## src/rtl/tag_match_pkg.sv

```systemverilog
// Shared constants and types for the pipelined tag-match priority encoder.
//   TM_RADIX     : fan-in of a full reduction level
//   TM_MAX_WAYS  : largest supported hit-vector width
//   tm_node_t    : per-node reduction result {valid, multi, index}, sized
//                  for the largest configuration
//   tm_levels(n) : number of reduction levels (= latency) for n ways
package tag_match_pkg;

    localparam int TM_RADIX     = 4;
    localparam int TM_MAX_WAYS  = 4096;
    localparam int TM_MAX_BIN_W = $clog2(TM_MAX_WAYS);

    typedef struct packed {
        logic                    valid;
        logic                    multi;
        logic [TM_MAX_BIN_W-1:0] index;
    } tm_node_t;

    // Each level retires two index bits; an odd index width costs one
    // extra radix-2 level at the leaves.
    function automatic int tm_levels(input int n);
        return ($clog2(n) + 1) / 2;
    endfunction

endpackage

```

## src/rtl/tag_match_pe4_stage.sv

```systemverilog
// One reduction level of the tag-match encoder: a radix-4 (or radix-2)
// lowest-index-wins combine followed by a valid/ready register slice.
//   in_valid/in_ready   : upstream handshake
//   in_hit/in_idx       : child results (in_idx ignored at the leaf level)
//   in_multi            : child multi-hit flags (TAG_MATCH_MULTIHIT_EN only)
//   in_id               : sideband request ID
//   out_valid/out_ready : downstream handshake
//   out_hit/out_idx     : combined results, child number prepended as MSBs
//   out_multi           : combined multi-hit flags (TAG_MATCH_MULTIHIT_EN only)
//   out_id              : registered request ID
// Optional feature macro: TAG_MATCH_MULTIHIT_EN.
module tag_match_pe4_stage
    import tag_match_pkg::*;
#(
    parameter int IN_NODES  = 1024,
    parameter int RADIX_LOG = 2,
    parameter int IN_IDX_W  = 0,
    parameter int ID_W      = 4,
    localparam int RADIX     = (RADIX_LOG == 2) ? TM_RADIX : 2,
    localparam int IN_IDX_PW = (IN_IDX_W > 0) ? IN_IDX_W : 1,
    localparam int OUT_NODES = IN_NODES >> RADIX_LOG,
    localparam int OUT_IDX_W = IN_IDX_W + RADIX_LOG
) (
    input  logic                                  clk,
    input  logic                                  rst,
    input  logic                                  in_valid,
    output logic                                  in_ready,
    input  logic [IN_NODES-1:0]                   in_hit,
    input  logic [IN_NODES-1:0][IN_IDX_PW-1:0]    in_idx,
`ifdef TAG_MATCH_MULTIHIT_EN
    input  logic [IN_NODES-1:0]                   in_multi,
    output logic [OUT_NODES-1:0]                  out_multi,
`endif
    input  logic [ID_W-1:0]                       in_id,
    output logic                                  out_valid,
    input  logic                                  out_ready,
    output logic [OUT_NODES-1:0]                  out_hit,
    output logic [OUT_NODES-1:0][OUT_IDX_W-1:0]   out_idx,
    output logic [ID_W-1:0]                       out_id
);

    logic [OUT_NODES-1:0]                 hit_c;
    logic [OUT_NODES-1:0][RADIX_LOG-1:0]  sel_c;
    logic [OUT_NODES-1:0][OUT_IDX_W-1:0]  idx_c;

    // Scan children from the top down so the lowest hitting child wins.
    // A node with no hit selects child 0, whose index is itself zero, so an
    // all-zero vector reduces to index 0.
    always_comb begin
        hit_c = '0;
        sel_c = '0;
        for (int j = 0; j < OUT_NODES; j++) begin
            for (int c = RADIX - 1; c >= 0; c--) begin
                if (in_hit[j*RADIX + c]) begin
                    hit_c[j] = 1'b1;
                    sel_c[j] = RADIX_LOG'(c);
                end
            end
        end
    end

    if (IN_IDX_W == 0) begin : g_leaf
        logic unused_idx;
        assign unused_idx = ^in_idx;
        assign idx_c      = sel_c;
    end else begin : g_node
        always_comb begin
            idx_c = '0;
            for (int j = 0; j < OUT_NODES; j++) begin
                for (int c = 0; c < RADIX; c++) begin
                    if (sel_c[j] == RADIX_LOG'(c)) begin
                        idx_c[j] = {sel_c[j], in_idx[j*RADIX + c]};
                    end
                end
            end
        end
    end

`ifdef TAG_MATCH_MULTIHIT_EN
    logic [OUT_NODES-1:0] multi_c;
    logic [2:0]           n_hit;

    // Multiple hits either came up from below or meet here for the first time.
    always_comb begin
        multi_c = '0;
        n_hit   = '0;
        for (int j = 0; j < OUT_NODES; j++) begin
            n_hit = '0;
            for (int c = 0; c < RADIX; c++) begin
                if (in_hit[j*RADIX + c]) begin
                    n_hit = n_hit + 3'd1;
                end
                if (in_multi[j*RADIX + c]) begin
                    multi_c[j] = 1'b1;
                end
            end
            if (n_hit >= 3'd2) begin
                multi_c[j] = 1'b1;
            end
        end
    end
`endif

    // Register slice
    logic                                 valid_q, valid_d;
    logic [OUT_NODES-1:0]                 hit_q, hit_d;
    logic [OUT_NODES-1:0][OUT_IDX_W-1:0]  idx_q, idx_d;
    logic [ID_W-1:0]                      id_q, id_d;
`ifdef TAG_MATCH_MULTIHIT_EN
    logic [OUT_NODES-1:0]                 multi_q, multi_d;
`endif

    assign in_ready = !valid_q || out_ready;

    always_comb begin
        valid_d = in_ready ? in_valid : valid_q;
        hit_d   = hit_q;
        idx_d   = idx_q;
        id_d    = id_q;
`ifdef TAG_MATCH_MULTIHIT_EN
        multi_d = multi_q;
`endif
        // Payload only moves on a real transfer, so a stalled slice holds.
        if (in_valid && in_ready) begin
            hit_d   = hit_c;
            idx_d   = idx_c;
            id_d    = in_id;
`ifdef TAG_MATCH_MULTIHIT_EN
            multi_d = multi_c;
`endif
        end
    end

    always_ff @(posedge clk or negedge rst) begin
        if (!rst) begin
            valid_q <= 1'b0;
            hit_q   <= '0;
            idx_q   <= '0;
            id_q    <= '0;
`ifdef TAG_MATCH_MULTIHIT_EN
            multi_q <= '0;
`endif
        end else begin
            valid_q <= valid_d;
            hit_q   <= hit_d;
            idx_q   <= idx_d;
            id_q    <= id_d;
`ifdef TAG_MATCH_MULTIHIT_EN
            multi_q <= multi_d;
`endif
        end
    end

    assign out_valid = valid_q;
    assign out_hit   = hit_q;
    assign out_idx   = idx_q;
    assign out_id    = id_q;
`ifdef TAG_MATCH_MULTIHIT_EN
    assign out_multi = multi_q;
`endif

endmodule

```

## src/rtl/tag_match_encoder_pipe.sv

```systemverilog
// Pipelined lowest-index-wins tag-match encoder. Reduces an N_WAYS hit
// vector to {bin, vld} over LEVELS register stages (one radix-4 level each,
// radix-2 at the leaves when the index width is odd).
//   clk, rst (async, active low)
//   in_valid/in_ready, oht, in_id      : request side
//   out_valid/out_ready, bin, vld,
//   multi, out_id                      : result side
// Optional feature macro: TAG_MATCH_MULTIHIT_EN adds the multi output
// (two or more ways hit) and its per-stage state.
module tag_match_encoder_pipe
    import tag_match_pkg::*;
#(
    parameter int N_WAYS = 1024,
    parameter int ID_W   = 4,
    parameter int BIN_W  = $clog2(N_WAYS),
    parameter int LEVELS = tm_levels(N_WAYS)
) (
    input  logic              clk,
    input  logic              rst,
    input  logic              in_valid,
    output logic              in_ready,
    input  logic [N_WAYS-1:0] oht,
    input  logic [ID_W-1:0]   in_id,
    output logic              out_valid,
    input  logic              out_ready,
    output logic [BIN_W-1:0]  bin,
    output logic              vld,
`ifdef TAG_MATCH_MULTIHIT_EN
    output logic              multi,
`endif
    output logic [ID_W-1:0]   out_id
);

    localparam int R0_LOG = (BIN_W % 2 == 1) ? 1 : 2;

    // vld_pipe[k]/rdy_pipe[k]: handshake into stage k; index LEVELS is the
    // output port pair.
    logic [LEVELS:0] vld_pipe;
    logic [LEVELS:0] rdy_pipe;

    // Holds the input closed until the first clock edge after reset.
    logic init_q, init_d;

    always_comb begin
        init_d = 1'b1;
    end

    always_ff @(posedge clk or negedge rst) begin
        if (!rst) begin
            init_q <= 1'b0;
        end else begin
            init_q <= init_d;
        end
    end

    assign vld_pipe[0]      = in_valid && init_q;
    assign in_ready         = rdy_pipe[0] && init_q;
    assign rdy_pipe[LEVELS] = out_ready;
    assign out_valid        = vld_pipe[LEVELS];

    for (genvar k = 0; k < LEVELS; k++) begin : g_lvl
        localparam int RLOG      = (k == 0) ? R0_LOG : 2;
        localparam int IDX_IN_W  = (k == 0) ? 0 : R0_LOG + 2*(k-1);
        localparam int IDX_IN_PW = (IDX_IN_W > 0) ? IDX_IN_W : 1;
        localparam int IDX_OUT_W = IDX_IN_W + RLOG;
        localparam int NODES_IN  = N_WAYS >> IDX_IN_W;
        localparam int NODES_OUT = N_WAYS >> IDX_OUT_W;

        logic [NODES_IN-1:0]                  hit_in;
        logic [NODES_IN-1:0][IDX_IN_PW-1:0]   idx_in;
        logic [ID_W-1:0]                      id_in;
        logic [NODES_OUT-1:0]                 hit;
        logic [NODES_OUT-1:0][IDX_OUT_W-1:0]  idx;
        logic [ID_W-1:0]                      id;
`ifdef TAG_MATCH_MULTIHIT_EN
        logic [NODES_IN-1:0]                  multi_in;
        logic [NODES_OUT-1:0]                 multi;
`endif

        if (k == 0) begin : g_src
            assign hit_in   = oht;
            assign idx_in   = '0;
            assign id_in    = in_id;
`ifdef TAG_MATCH_MULTIHIT_EN
            assign multi_in = '0;
`endif
        end else begin : g_src
            assign hit_in   = g_lvl[k-1].hit;
            assign idx_in   = g_lvl[k-1].idx;
            assign id_in    = g_lvl[k-1].id;
`ifdef TAG_MATCH_MULTIHIT_EN
            assign multi_in = g_lvl[k-1].multi;
`endif
        end

        tag_match_pe4_stage #(
            .IN_NODES  (NODES_IN),
            .RADIX_LOG (RLOG),
            .IN_IDX_W  (IDX_IN_W),
            .ID_W      (ID_W)
        ) u_stage (
            .clk       (clk),
            .rst       (rst),
            .in_valid  (vld_pipe[k]),
            .in_ready  (rdy_pipe[k]),
            .in_hit    (hit_in),
            .in_idx    (idx_in),
`ifdef TAG_MATCH_MULTIHIT_EN
            .in_multi  (multi_in),
            .out_multi (multi),
`endif
            .in_id     (id_in),
            .out_valid (vld_pipe[k+1]),
            .out_ready (rdy_pipe[k+1]),
            .out_hit   (hit),
            .out_idx   (idx),
            .out_id    (id)
        );
    end

    assign bin    = g_lvl[LEVELS-1].idx[0];
    assign vld    = g_lvl[LEVELS-1].hit[0];
    assign out_id = g_lvl[LEVELS-1].id;
`ifdef TAG_MATCH_MULTIHIT_EN
    assign multi  = g_lvl[LEVELS-1].multi[0];
`endif

endmodule

```

## config.mk

```make
export PLATFORM = sky130hd
export DESIGN_NAME = tag_match_encoder_pipe
export DESIGN_NICKNAME = d
export VERILOG_FILES = /design/src/rtl/tag_match_pkg.sv /design/src/rtl/tag_match_pe4_stage.sv /design/src/rtl/tag_match_encoder_pipe.sv
export SDC_FILE = /design/constraint.sdc
export NUM_CORES = 2
export LEC_CHECK = 0
export BUFFER_PORTS_ARGS = -buffer_cell sky130_fd_sc_hd__buf_4
export CAP_MARGIN = 10
export CORE_MARGIN = 4
export CORE_UTILIZATION = 40
export CTS_CLUSTER_DIAMETER = 80
export DETAILED_ROUTE_END_ITERATION = 10
export PLACE_DENSITY_LB_ADDON = 0.12
export SETUP_SLACK_MARGIN = 0.5
export SLEW_MARGIN = 20
export SYNTH_ARGS = -nofsm -noshare
export SYNTH_HDL_FRONTEND = slang
export SYNTH_HIERARCHICAL = 1
export SYNTH_SLANG_ARGS = --single-unit
```

## constraint.sdc

```tcl
create_clock -name clk -period 6 [get_ports clk]
set_input_delay 0.3 -clock clk [delete_from_list [all_inputs] [get_ports clk]]
set_output_delay 0.3 -clock clk [all_outputs]
set_load 0.05 [all_outputs]
```

==> flow_summary.ini <==
[cts]
cts_tree = yes
cts_setup_buffers = 0
clock_path_buffers = 3
root_buffer = clkbuf_16
cts_made_buffers = 149
insertion_delay_ns = 0.76
cts.clk_slew.worst_paths_ns = 0.06
numClockSinks = 1273
h-tree-depth = 4

[floorplanning]
ios = 1049
die-area_um2 = 168000
start_util = 0.403
core-area_um2 = 161000
die_w_um = 410
num_rows = 147
die_h_um = 410

[drt]
drc_errors = 0
drt-wirelength-per-cell_um = 23.7
ant_nets = 0
wl_mm = 274
first_pass_iters = 6
via_count = 66846
drt_first_iter_violations = 5575
viasPerCell = 5.79

[critical_path]
path_cells = nor2b_2 -> inv_1 -> nand2b_4 -> nor2b_4 -> inv_4 -> nand2b_4 -> nor2b_4 -> clkinv_8 -> buf_4 -> and2_1 -> buf_4
crit_path_max_incr_delay_ns = 0.64
crit_family = simple AND/OR/NAND/NOR gates
cp-end-kind = output port
start_kind = flop
path_class = reg -> out
crit_fanout = 108
critPathArrivalTime_ns = 4.65
crit_buf_inv = 5
cp.required_ns = 5.70
cpMaxStageDelayCell = buf_4

[global_routing]
antenna_found_initial = 55
track_usage = 0.315
grt_max_degree = 230
grt_pass1_vias = 68678
overflow = 0
grt_pass1_wl_mm = 416

[sta]
hold_violations = 0
slew_viol_final = 0
whs_ns = 0.133
worst_slew_pin_slew_ns = 1.46
maxSlewHeadroom = 0.0286
rsz0062_at_grt = false
tns_ns = 0
final.setup_skew_ns = 0.0262
period_share = 0.825
setup-violations-final = 0
min_period_ns = 4.95
fmaxAchievable_mhz = 202

[final_layout]
nFillCells = 13701
syn2layout_area_growth_pct = 45.7
fin_util = 0.587
drive_gt1_frac = 0.177
nNetsFinal = 10251

[synthesis]
synthesis.nets = 7904
syn_area_um2 = 64800
syn_avg_cell_area_um2 = 9.42
yosysWarningCount = 6
syn_inst = 6872

[place]
hpwl_mm = 182
gp_congestion = 0.891
port-buffer-count = 1048

[power]
p_per_area_nw_per_um2 = 253
leakagePower_nw = 41.0
vdd_drop_max_mv = 0.255

[flow_run]
drv_cap = 0

[hold_path]
hold_path.class = in -> reg

[run_status]
outcome = finished clean
-- flip-flops by register name, summed over array words and instances (netlist names) --
signal,cells
g_lvl.u_stage/out_hit,341
g_lvl.u_stage/out_id,20
g_lvl.u_stage/out_idx,906
g_lvl.u_stage/out_valid,5
init_q,1
-- path summary, 6_finish.rpt --
| path | cells past startpoint | end | slack, ns | startpoint |
|---|---|---|---|---|
| min in group asynchronous | 2 | g_lvl[0].u_stage/out_idx[310] | 0.21 | rst |
| hold / removal | 4 | g_lvl[4].u_stage/out_idx[9] | 0.13 | out_ready |
| max in group asynchronous | 3 | g_lvl[1].u_stage/out_idx[34] | 4.23 | rst |
| setup reg to reg | 12 | g_lvl[0].u_stage/out_idx[15] | 1.17 | g_lvl[4].u_stage/out_valid |
| setup / recovery | 11 | in_ready | 1.05 | g_lvl[4].u_stage/out_valid |
| hold reg to reg | 2 | g_lvl[3].u_stage/out_id[2] | 0.47 | g_lvl[3].u_stage/out_id[2] |
-- where the power goes --
group	total (W)	switching [W]	internal, W	leakage [nW]
registers	0.0101	0.000748	0.00939	15.1
logic	0.00430	0.00211	0.00219	23.4
clock network	0.00940	0.00382	0.00558	2.50
-- per-layer routing --
layer,track usage,wire [um],up-vias
li1,-,-,30301
met1,0.407,113000,33191
met2,0.523,130000,2690
met3,0.0464,16800,650
met4,0.141,13600,14
met5,0,80,-
-- layout by cell type (no fill, tap or decap), types with 41 or more instances in the layout --
cell,instances
dlygate4sd3_1,1540
o41ai_1,97
a211oi_1,63
a31oi_1,450
a21oi_1,765
o21ai_0,702
o41ai_2,232
nor3_1,94
buf_4,1086
nand2_1,311
nor3b_1,41
nor2b_1,154
o31ai_1,344
clkbuf_16,156
nor2_1,938
dfrtp_1,1271
a22o_1,80
o22ai_1,83
diode_2,48
inv_1,366
-- cell type report --
class	count	area (um^2)	share of cell area
inverter	370	1410	0.0150
multi-input combinational	4768	29100	0.308
clock buffer	223	4510	0.0477
tap	2160	2700	0.0286
sequential	1273	31900	0.338
clock inverter	45	523	0.00554
antenna	48	120	0.00127
timing repair buffer	2657	24200	0.257
-- worst min-delay path, stage by stage --
cell     delay, ns
buf_4         0.12
nor2b_2       0.11
o21ai_0       0.21
o41ai_1       0.08
-- stage by stage --
step | setup slack (ns) | instance area [um^2] | std cells | power (W)
2_1_floorplan | 2.18 | 64800 | 6872 | 0.0116
3_3_place_gp | 1.23 | 73700 | 9683 | 0.0134
3_5_place_dp | 1.18 | 73800 | 9685 | 0.0135
4_1_cts | 0.676 | 94200 | 11493 | 0.0239
5_1_grt | 0.852 | 94400 | 11528 | 0.0248
6_report | 1.05 | 94400 | 11544 | 0.0238
-- timing repair --
action,in CTS,in global routing
hold buffers,1540,0
endpoints found under the setup margin,0,84
gates resized for setup,0,1
endpoints found under the hold margin,883,0
No activity file was read; power rests on OpenSTA's default activity.
